==> src/rtl/step_input_conditioner_if.sv <==
// Handshake bundle between the ui_in wrapper and the step input conditioner.
// master drives the raw inputs; slave (the conditioner) returns the clean step.
interface step_input_conditioner_if;
    logic ena;
    logic btn_in;
    logic dir_in;
    logic step_pulse;
    logic step_dir;
    logic btn_level;

    modport master (
        output ena,
        output btn_in,
        output dir_in,
        input  step_pulse,
        input  step_dir,
        input  btn_level
    );

    modport slave (
        input  ena,
        input  btn_in,
        input  dir_in,
        output step_pulse,
        output step_dir,
        output btn_level
    );
endinterface

==> src/rtl/step_input_conditioner.sv <==
// Synchronises, debounces and edge-detects a push button into a one-cycle step strobe.
// Optional macro AUTO_REPEAT_EN adds hold-to-repeat pulses while the button stays pressed.
module step_input_conditioner #(
    parameter int unsigned DEBOUNCE_CYCLES = 4,
    parameter int unsigned CNT_W           = 16,
    parameter int unsigned REPEAT_DELAY    = 8,
    parameter int unsigned REPEAT_PERIOD   = 4
) (
    input logic                     clk,
    input logic                     rst,
    step_input_conditioner_if.slave bus
);

    typedef enum logic {
        STABLE_LOW  = 1'b0,
        STABLE_HIGH = 1'b1
    } deb_state_e;

    localparam logic [CNT_W-1:0] DEB_LAST = CNT_W'(DEBOUNCE_CYCLES - 1);
    localparam logic [CNT_W-1:0] CNT_ONE  = CNT_W'(1);

    if (DEBOUNCE_CYCLES < 1 || DEBOUNCE_CYCLES > (2**CNT_W - 1) ||
        REPEAT_DELAY < 1 || REPEAT_PERIOD < 1) begin : g_bad_params
        $error("step_input_conditioner: illegal parameter value");
    end

    deb_state_e       state_q, state_d;
    logic             btn_sync1_q, btn_sync2_q;
    logic             dir_sync1_q, dir_sync2_q;
    logic [CNT_W-1:0] deb_cnt_q, deb_cnt_d;
    logic             step_pulse_q, step_pulse_d;
    logic             step_dir_q, step_dir_d;
    logic             level_rise;

    always_ff @(posedge clk) begin
        if (rst) begin
            btn_sync1_q <= 1'b0;
            btn_sync2_q <= 1'b0;
            dir_sync1_q <= 1'b0;
            dir_sync2_q <= 1'b0;
        end else begin
            btn_sync1_q <= bus.btn_in;
            btn_sync2_q <= btn_sync1_q;
            dir_sync1_q <= bus.dir_in;
            dir_sync2_q <= dir_sync1_q;
        end
    end

    // Any sample that agrees with the current level restarts qualification.
    always_comb begin
        state_d    = state_q;
        deb_cnt_d  = deb_cnt_q;
        level_rise = 1'b0;
        if (!bus.ena) begin
            deb_cnt_d = '0;
        end else if (btn_sync2_q == (state_q == STABLE_HIGH)) begin
            deb_cnt_d = '0;
        end else if (deb_cnt_q == DEB_LAST) begin
            deb_cnt_d = '0;
            case (state_q)
                STABLE_LOW: begin
                    state_d    = STABLE_HIGH;
                    level_rise = 1'b1;
                end
                default: state_d = STABLE_LOW;
            endcase
        end else begin
            deb_cnt_d = deb_cnt_q + CNT_ONE;
        end
    end

`ifdef AUTO_REPEAT_EN
    localparam logic [CNT_W-1:0] DLY_LAST = CNT_W'(REPEAT_DELAY - 1);
    localparam logic [CNT_W-1:0] PER_LAST = CNT_W'(REPEAT_PERIOD - 1);

    logic [CNT_W-1:0] rep_cnt_q, rep_cnt_d;
    logic             rep_phase_q, rep_phase_d;
    logic             rep_fire;

    // The initial pulse restarts the repeat timer; leaving the pressed level kills it.
    always_comb begin
        rep_cnt_d   = rep_cnt_q;
        rep_phase_d = rep_phase_q;
        rep_fire    = 1'b0;
        if (!bus.ena || state_d == STABLE_LOW || level_rise) begin
            rep_cnt_d   = '0;
            rep_phase_d = 1'b0;
        end else if (rep_cnt_q == (rep_phase_q ? PER_LAST : DLY_LAST)) begin
            rep_fire    = 1'b1;
            rep_cnt_d   = '0;
            rep_phase_d = 1'b1;
        end else begin
            rep_cnt_d = rep_cnt_q + CNT_ONE;
        end
    end

    always_ff @(posedge clk) begin
        if (rst) begin
            rep_cnt_q   <= '0;
            rep_phase_q <= 1'b0;
        end else begin
            rep_cnt_q   <= rep_cnt_d;
            rep_phase_q <= rep_phase_d;
        end
    end
`endif

    always_comb begin
        step_pulse_d = 1'b0;
        step_dir_d   = step_dir_q;
`ifdef AUTO_REPEAT_EN
        if (level_rise || rep_fire) begin
`else
        if (level_rise) begin
`endif
            step_pulse_d = 1'b1;
            step_dir_d   = dir_sync2_q;
        end
    end

    always_ff @(posedge clk) begin
        if (rst) begin
            state_q      <= STABLE_LOW;
            deb_cnt_q    <= '0;
            step_pulse_q <= 1'b0;
            step_dir_q   <= 1'b0;
        end else begin
            state_q      <= state_d;
            deb_cnt_q    <= deb_cnt_d;
            step_pulse_q <= step_pulse_d;
            step_dir_q   <= step_dir_d;
        end
    end

    assign bus.step_pulse = step_pulse_q;
    assign bus.step_dir   = step_dir_q;
    assign bus.btn_level  = (state_q == STABLE_HIGH);

endmodule

==> src/flat_wrapper.sv <==
// flat-port wrapper written by rule: the top's interface ports become plain ports
module step_input_conditioner_flat 
#(
    parameter int unsigned DEBOUNCE_CYCLES = 4,
    parameter int unsigned CNT_W           = 16,
    parameter int unsigned REPEAT_DELAY    = 8,
    parameter int unsigned REPEAT_PERIOD   = 4
)
  (clk, rst, bus_ena, bus_btn_in, bus_dir_in, bus_step_pulse, bus_step_dir, bus_btn_level);
  step_input_conditioner_if bus_i ();
  input logic clk;
  input logic rst;
  input wire logic [$bits(bus_i.ena)-1:0] bus_ena;
  input wire logic [$bits(bus_i.btn_in)-1:0] bus_btn_in;
  input wire logic [$bits(bus_i.dir_in)-1:0] bus_dir_in;
  output wire logic [$bits(bus_i.step_pulse)-1:0] bus_step_pulse;
  output wire logic [$bits(bus_i.step_dir)-1:0] bus_step_dir;
  output wire logic [$bits(bus_i.btn_level)-1:0] bus_btn_level;
  assign bus_i.ena = bus_ena;
  assign bus_i.btn_in = bus_btn_in;
  assign bus_i.dir_in = bus_dir_in;
  assign bus_step_pulse = bus_i.step_pulse;
  assign bus_step_dir = bus_i.step_dir;
  assign bus_btn_level = bus_i.btn_level;
  step_input_conditioner #(.DEBOUNCE_CYCLES(DEBOUNCE_CYCLES), .CNT_W(CNT_W), .REPEAT_DELAY(REPEAT_DELAY), .REPEAT_PERIOD(REPEAT_PERIOD)) u_core (.clk(clk), .rst(rst), .bus(bus_i));
endmodule
==> config.mk <==
export PLATFORM = sky130hd
export DESIGN_NAME = step_input_conditioner_flat
export DESIGN_NICKNAME = d
export VERILOG_FILES = /design/src/rtl/step_input_conditioner_if.sv /design/src/rtl/step_input_conditioner.sv /design/src/flat_wrapper.sv
export SDC_FILE = /design/constraint.sdc
export NUM_CORES = 1
export LEC_CHECK = 0
export BUFFER_PORTS_ARGS = -buffer_cell sky130_fd_sc_hd__buf_2
export CAP_MARGIN = 20
export CORE_MARGIN = 2
export CORE_UTILIZATION = 50
export DETAILED_ROUTE_END_ITERATION = 8
export PLACE_DENSITY = 0.83
export SLEW_MARGIN = 20
export SYNTH_ARGS = -nofsm -noshare
export SYNTH_HDL_FRONTEND = slang
export SYNTH_SLANG_ARGS = --single-unit
==> constraint.sdc <==
create_clock -name clk -period 1.8 [get_ports clk]
set_input_delay 0.18 -clock clk [delete_from_list [all_inputs] [get_ports clk]]
set_output_delay 0.18 -clock clk [all_outputs]
set_load 0.01 [all_outputs]
Yosys cells after proc, flatten, opt, wreduce, memory -nomap -nowiden:

Cells that the tools add are included.
Widths: inputs -> output; s select.

* output and inout port bits: 3
* input port bits: 5
* register bits after elaboration: 23

* bitwise gates (word level): 2
* reduce and logical (&&, ||, !) cells: 2
* muxes and demuxes: 5
* $add $sub $neg: 1
* eq/ne operators: 2

Operators by type and width (number)
* $add 16x1->16 const B: 1
* $eq 16x2->1 const B: 1
* $mux 1: 5
* $reduce_or 4->1: 1
* $reduce_and 3->1: 1
* $not 1->1: 2
* $eq 1x1->1: 1

Depth between registers and ports, before layout:

* word-level depth: 5
* depth in mapped cells: 7
* gate-level depth less buffers: 5

Worst setup path after synthesis:

OpenSTA, ideal clock, no wires.

* kind: register -> register
* start: register u_core.deb_cnt_q[0]
* end: register u_core.step_dir_q, in the netlist u_core.bus.step_dir
* required time: 1679 ps
* cell stages (with the launch flop): 6
* data arrival time: 1678 ps
* library setup time: 121 ps
* setup slack: 0 ps
* path through: dfxtp_1 ha_1 or3b_2 or4_4 o31ai_2 a21oi_1

* cells in the longest elaborated chain, start to end: 4

RTL lines
* start, declared: RTL line step_input_conditioner.sv:30 `logic [CNT_W-1:0] deb_cnt_q, deb_cnt_d;`
* start signal, assigned: RTL line step_input_conditioner.sv:129 `deb_cnt_q <= deb_cnt_d;`
* $eq 16x2->1: RTL line step_input_conditioner.sv:58 `end else if (deb_cnt_q == DEB_LAST) begin`
* $mux 1: RTL line step_input_conditioner.sv:58
* $mux 1: RTL line step_input_conditioner.sv:56 `end else if (btn_sync2_q == (state_q == STABLE_HIGH)) begin`
* $mux 1: RTL line step_input_conditioner.sv:54 `if (!bus.ena) begin`
* end signal, assigned: RTL line step_input_conditioner.sv:131 `step_dir_q <= step_dir_d;`
* end, declared: RTL line step_input_conditioner.sv:32 `logic step_dir_q, step_dir_d;`

No other way between the ends.
A chain may end at the register's enable or synchronous reset.

Worst setup path in the final report:

* start: register u_core.deb_cnt_q[5]
* end: register u_core.step_dir_q, in the netlist u_core.bus.step_dir

The elaborated chain is that of the path after synthesis.

==> results.sh <==
export IMPL_crit_top_cell="or4_4"
export IMPL_finClkSkew_ns=0.00555
export IMPL_routed_via_density=5.23
export IMPL_rows=15
export IMPL_power_density_nw_per_um2=660
export IMPL_antenna_found_initial=0
export IMPL_post_dp_hpwl_mm=1.29
export IMPL_worstPathBufferInverterCount=0
export IMPL_ys_seq_area_frac=0.481
export IMPL_die_h_um=47.8
export IMPL_leakagePower_uw=0.000410
export IMPL_critPathKind="reg -> reg"
export IMPL_cts_tree="yes"
export IMPL_n_antenna_cell=0
export IMPL_total_power_uw=765
export IMPL_synth_area_sq_um=957
export IMPL_grt_usage=0.214
export IMPL_utilization=0.657
export IMPL_hold_ws_ns=0.0720
export IMPL_drv_slew=0
export IMPL_nFillCells=157
export IMPL_dieWidth_um=47.8
export IMPL_holdPathStages=2
export IMPL_vias=784
export IMPL_initialDrtViolationCount=29
export IMPL_crit_slowest_cell="or4_4"
export IMPL_r2r_end="u_core.bus.step_dir"
export IMPL_cts_max_path_buffers=2
export IMPL_worstPathArrival_ns=1.99
export IMPL_grt_pass1_vias=777
export IMPL_start_util=0.543
export IMPL_cts_buffers=3
export IMPL_worstHoldStart="bus_dir_in"
export IMPL_ant_nets=0
export IMPL_r2r_start="u_core.deb_cnt_q[5]"
export IMPL_portBuffers=7
export IMPL_drive_gt1_frac=0.264
export IMPL_status="completed"
export IMPL_syn_area_per_cell_sq_um=9.29
export IMPL_cp_depth=4
export IMPL_wl_per_cell_um=12.7
export IMPL_grt_ovfl_total=0
export IMPL_cts_sinks=23
export IMPL_maxCapViolCount=0
export IMPL_clock_latency_ns=0.31
export IMPL_crit_fanout=2
export IMPL_cts_root_buf="clkbuf_4"
export IMPL_synth_seq_cells=23
export IMPL_synth_cell_types=23
export IMPL_max_clock_freq_mhz=562
export IMPL_finalSetupViolCount=0
export IMPL_synthToLayoutAreaGrowth_pct=21.0
export IMPL_core_sq_um=1760
export IMPL_crit_path_start_kind="flip-flop"
export IMPL_cp_cell_sequence="or4_4, or4_4, o31ai_4, a21oi_1"
export IMPL_grt_max_degree=17
export IMPL_path_delay_family="simple AND/OR/NAND/NOR gates"
export IMPL_cp_end_kind="flip-flop"
export IMPL_grt_first_pass_wirelength_mm=3.30
export IMPL_critPathMaxStageDelay_ns=0.57
export IMPL_drc=0
export IMPL_yosysWarnings=0
export IMPL_fin_crit_ns=1.78
export IMPL_cp_required_ns=2.01
export IMPL_hold_viol=0
export IMPL_tightestPinTransition_ns=0.365
export IMPL_fin_nets=132
export IMPL_hold_end="u_core.dir_sync1_q"
export IMPL_period_share=0.988
export IMPL_postCtsSetupRepairBufs=0
export IMPL_totalWireLength_mm=1.90
export IMPL_syn_nets=109
export IMPL_ios=8
export IMPL_gp_congestion=0.718
export IMPL_firstDrtPassIters=4
export IMPL_syn_inst=103
export IMPL_rr_worst_depth=4
export IMPL_hp_class="in -> reg"
export IMPL_path_clk_slew_ns=0.12
export IMPL_cts_max_level=1
export IMPL_ir_drop_mv=0.521
export IMPL_slew_headroom=0.755
export IMPL_hold_buffers=0
export IMPL_rsz0062_at_grt="yes"
export IMPL_reg2reg_slack_ns=0.02
export IMPL_die_area_sq_um=2280
power by group:
group	switching, uW	leakage, uW	internal [uW]
registers	1.31	0.000187	513
clock network	148	0.0000150	86.5
logic	7.82	0.000208	8.23
total	157	0.000410	608
area by class of cell:
type | instances | area [sq um] | area share
clock buffers | 4 | 26.3 | 0.0227
multi-input cells | 74 | 478 | 0.413
inverters | 4 | 15.0 | 0.0130
repair buffers | 20 | 145 | 0.125
flip-flops and latches | 23 | 463 | 0.400
well taps | 25 | 31.3 | 0.0270
synth_stat cells (all sizes together):
cell type / instances / area (sq um)
xor2: 2 / 17.5
nand4: 3 / 18.8
nand2: 5 / 18.8
dfxtp: 23 / 460
nor2b: 4 / 25.0
xnor2: 13 / 114
or3b: 1 / 8.76
nor4: 5 / 37.5
a21oi: 2 / 10.0
inv: 4 / 15.0
or3: 1 / 6.26
or4: 4 / 41.3
o21ai: 1 / 5.00
and3b: 1 / 10.0
buf: 2 / 18.8
nor2: 20 / 75.1
nand3: 6 / 30.0
ha: 1 / 12.5
o31ai: 1 / 12.5
nor3: 4 / 20.0
layout by cell type (no fill, tap or decap), types with 3 or more instances in the layout:
master | netlist | final
dfxtp_1 | 23 | 21
nor2_1 | 20 | 20
xnor2_1 | 13 | 13
buf_4 | 1 | 12
buf_2 | 0 | 7
nand3_1 | 6 | 6
nand2_1 | 5 | 5
or4_4 | 3 | 4
nor3_1 | 4 | 4
inv_1 | 4 | 4
nor2b_1 | 4 | 4
nor4_1 | 4 | 4
nand4_1 | 3 | 3
clkbuf_4 | 0 | 3
worst max-delay path by stage:
stage                        start             endpoint  slack, ns
3_3_place_gp   u_core.deb_cnt_q[0]  u_core.bus.step_dir       0.04
2_1_floorplan  u_core.deb_cnt_q[0]  u_core.bus.step_dir     0.0003
4_1_cts        u_core.deb_cnt_q[8]  u_core.bus.step_dir     -0.001
6_report       u_core.deb_cnt_q[5]  u_core.bus.step_dir       0.02
5_1_grt        u_core.deb_cnt_q[5]  u_core.deb_cnt_q[3]      -0.02
3_5_place_dp   u_core.deb_cnt_q[0]  u_core.bus.step_dir      -0.01
worst reg2reg max path, cell delays in order (launching register included):
cell and delay, ns:
dfxtp_1 0.33, or4_4 0.54, or4_4 0.57, o31ai_4 0.17
a21oi_1 0.08
timing repair:
| item | CTS | global route |
|---|---|---|
| setup endpoints to repair | 1 | 1 |
| pin swaps | 0 | 2 |
| gates resized for setup | 2 | 3 |
cells by family after synthesis:
| kind of cell | after synthesis | share of synthesized area |
|---|---|---|
| and+or+nand+nor | 54 | 0.305 |
| DFF | 23 | 0.481 |
| xor gates and xnor gates | 15 | 0.137 |
| buffers and inverters | 6 | 0.0353 |
| AOI/OAI and AO/OA | 4 | 0.0288 |
| adders and majority gates | 1 | 0.0131 |
metrics by stage:
step | TNS [ns] | std cells | instance area (sq um) | setup WS, ns
2_1_floorplan | 0 | 103 | 957 | 0.000337
3_3_place_gp | 0 | 146 | 1110 | 0.0429
3_5_place_dp | -0.0128 | 146 | 1110 | -0.0128
4_1_cts | -0.00113 | 150 | 1150 | -0.00113
5_1_grt | -0.127 | 150 | 1160 | -0.0219
6_report | 0 | 150 | 1160 | 0.0218
flip-flops by register name, summed over array words and instances (netlist names):
name,count
u_core.bus.btn_level,1
u_core.bus.step_dir,1
u_core.deb_cnt_q,16
u_core.dir_sync2_q,1
u_core.btn_sync1_q,1
u_core.dir_sync1_q,1
u_core.btn_sync2_q,1
u_core.bus.step_pulse,1
metal layers:
metal	share of wire	track usage	vias up
met5	0	0	-
met4	0.033	0.146	0
met3	0.035	0.0491	8
met2	0.51	0.341	22
met1	0.43	0.253	361
li1	-	-	393
Power figures use the tool's default switching activity.
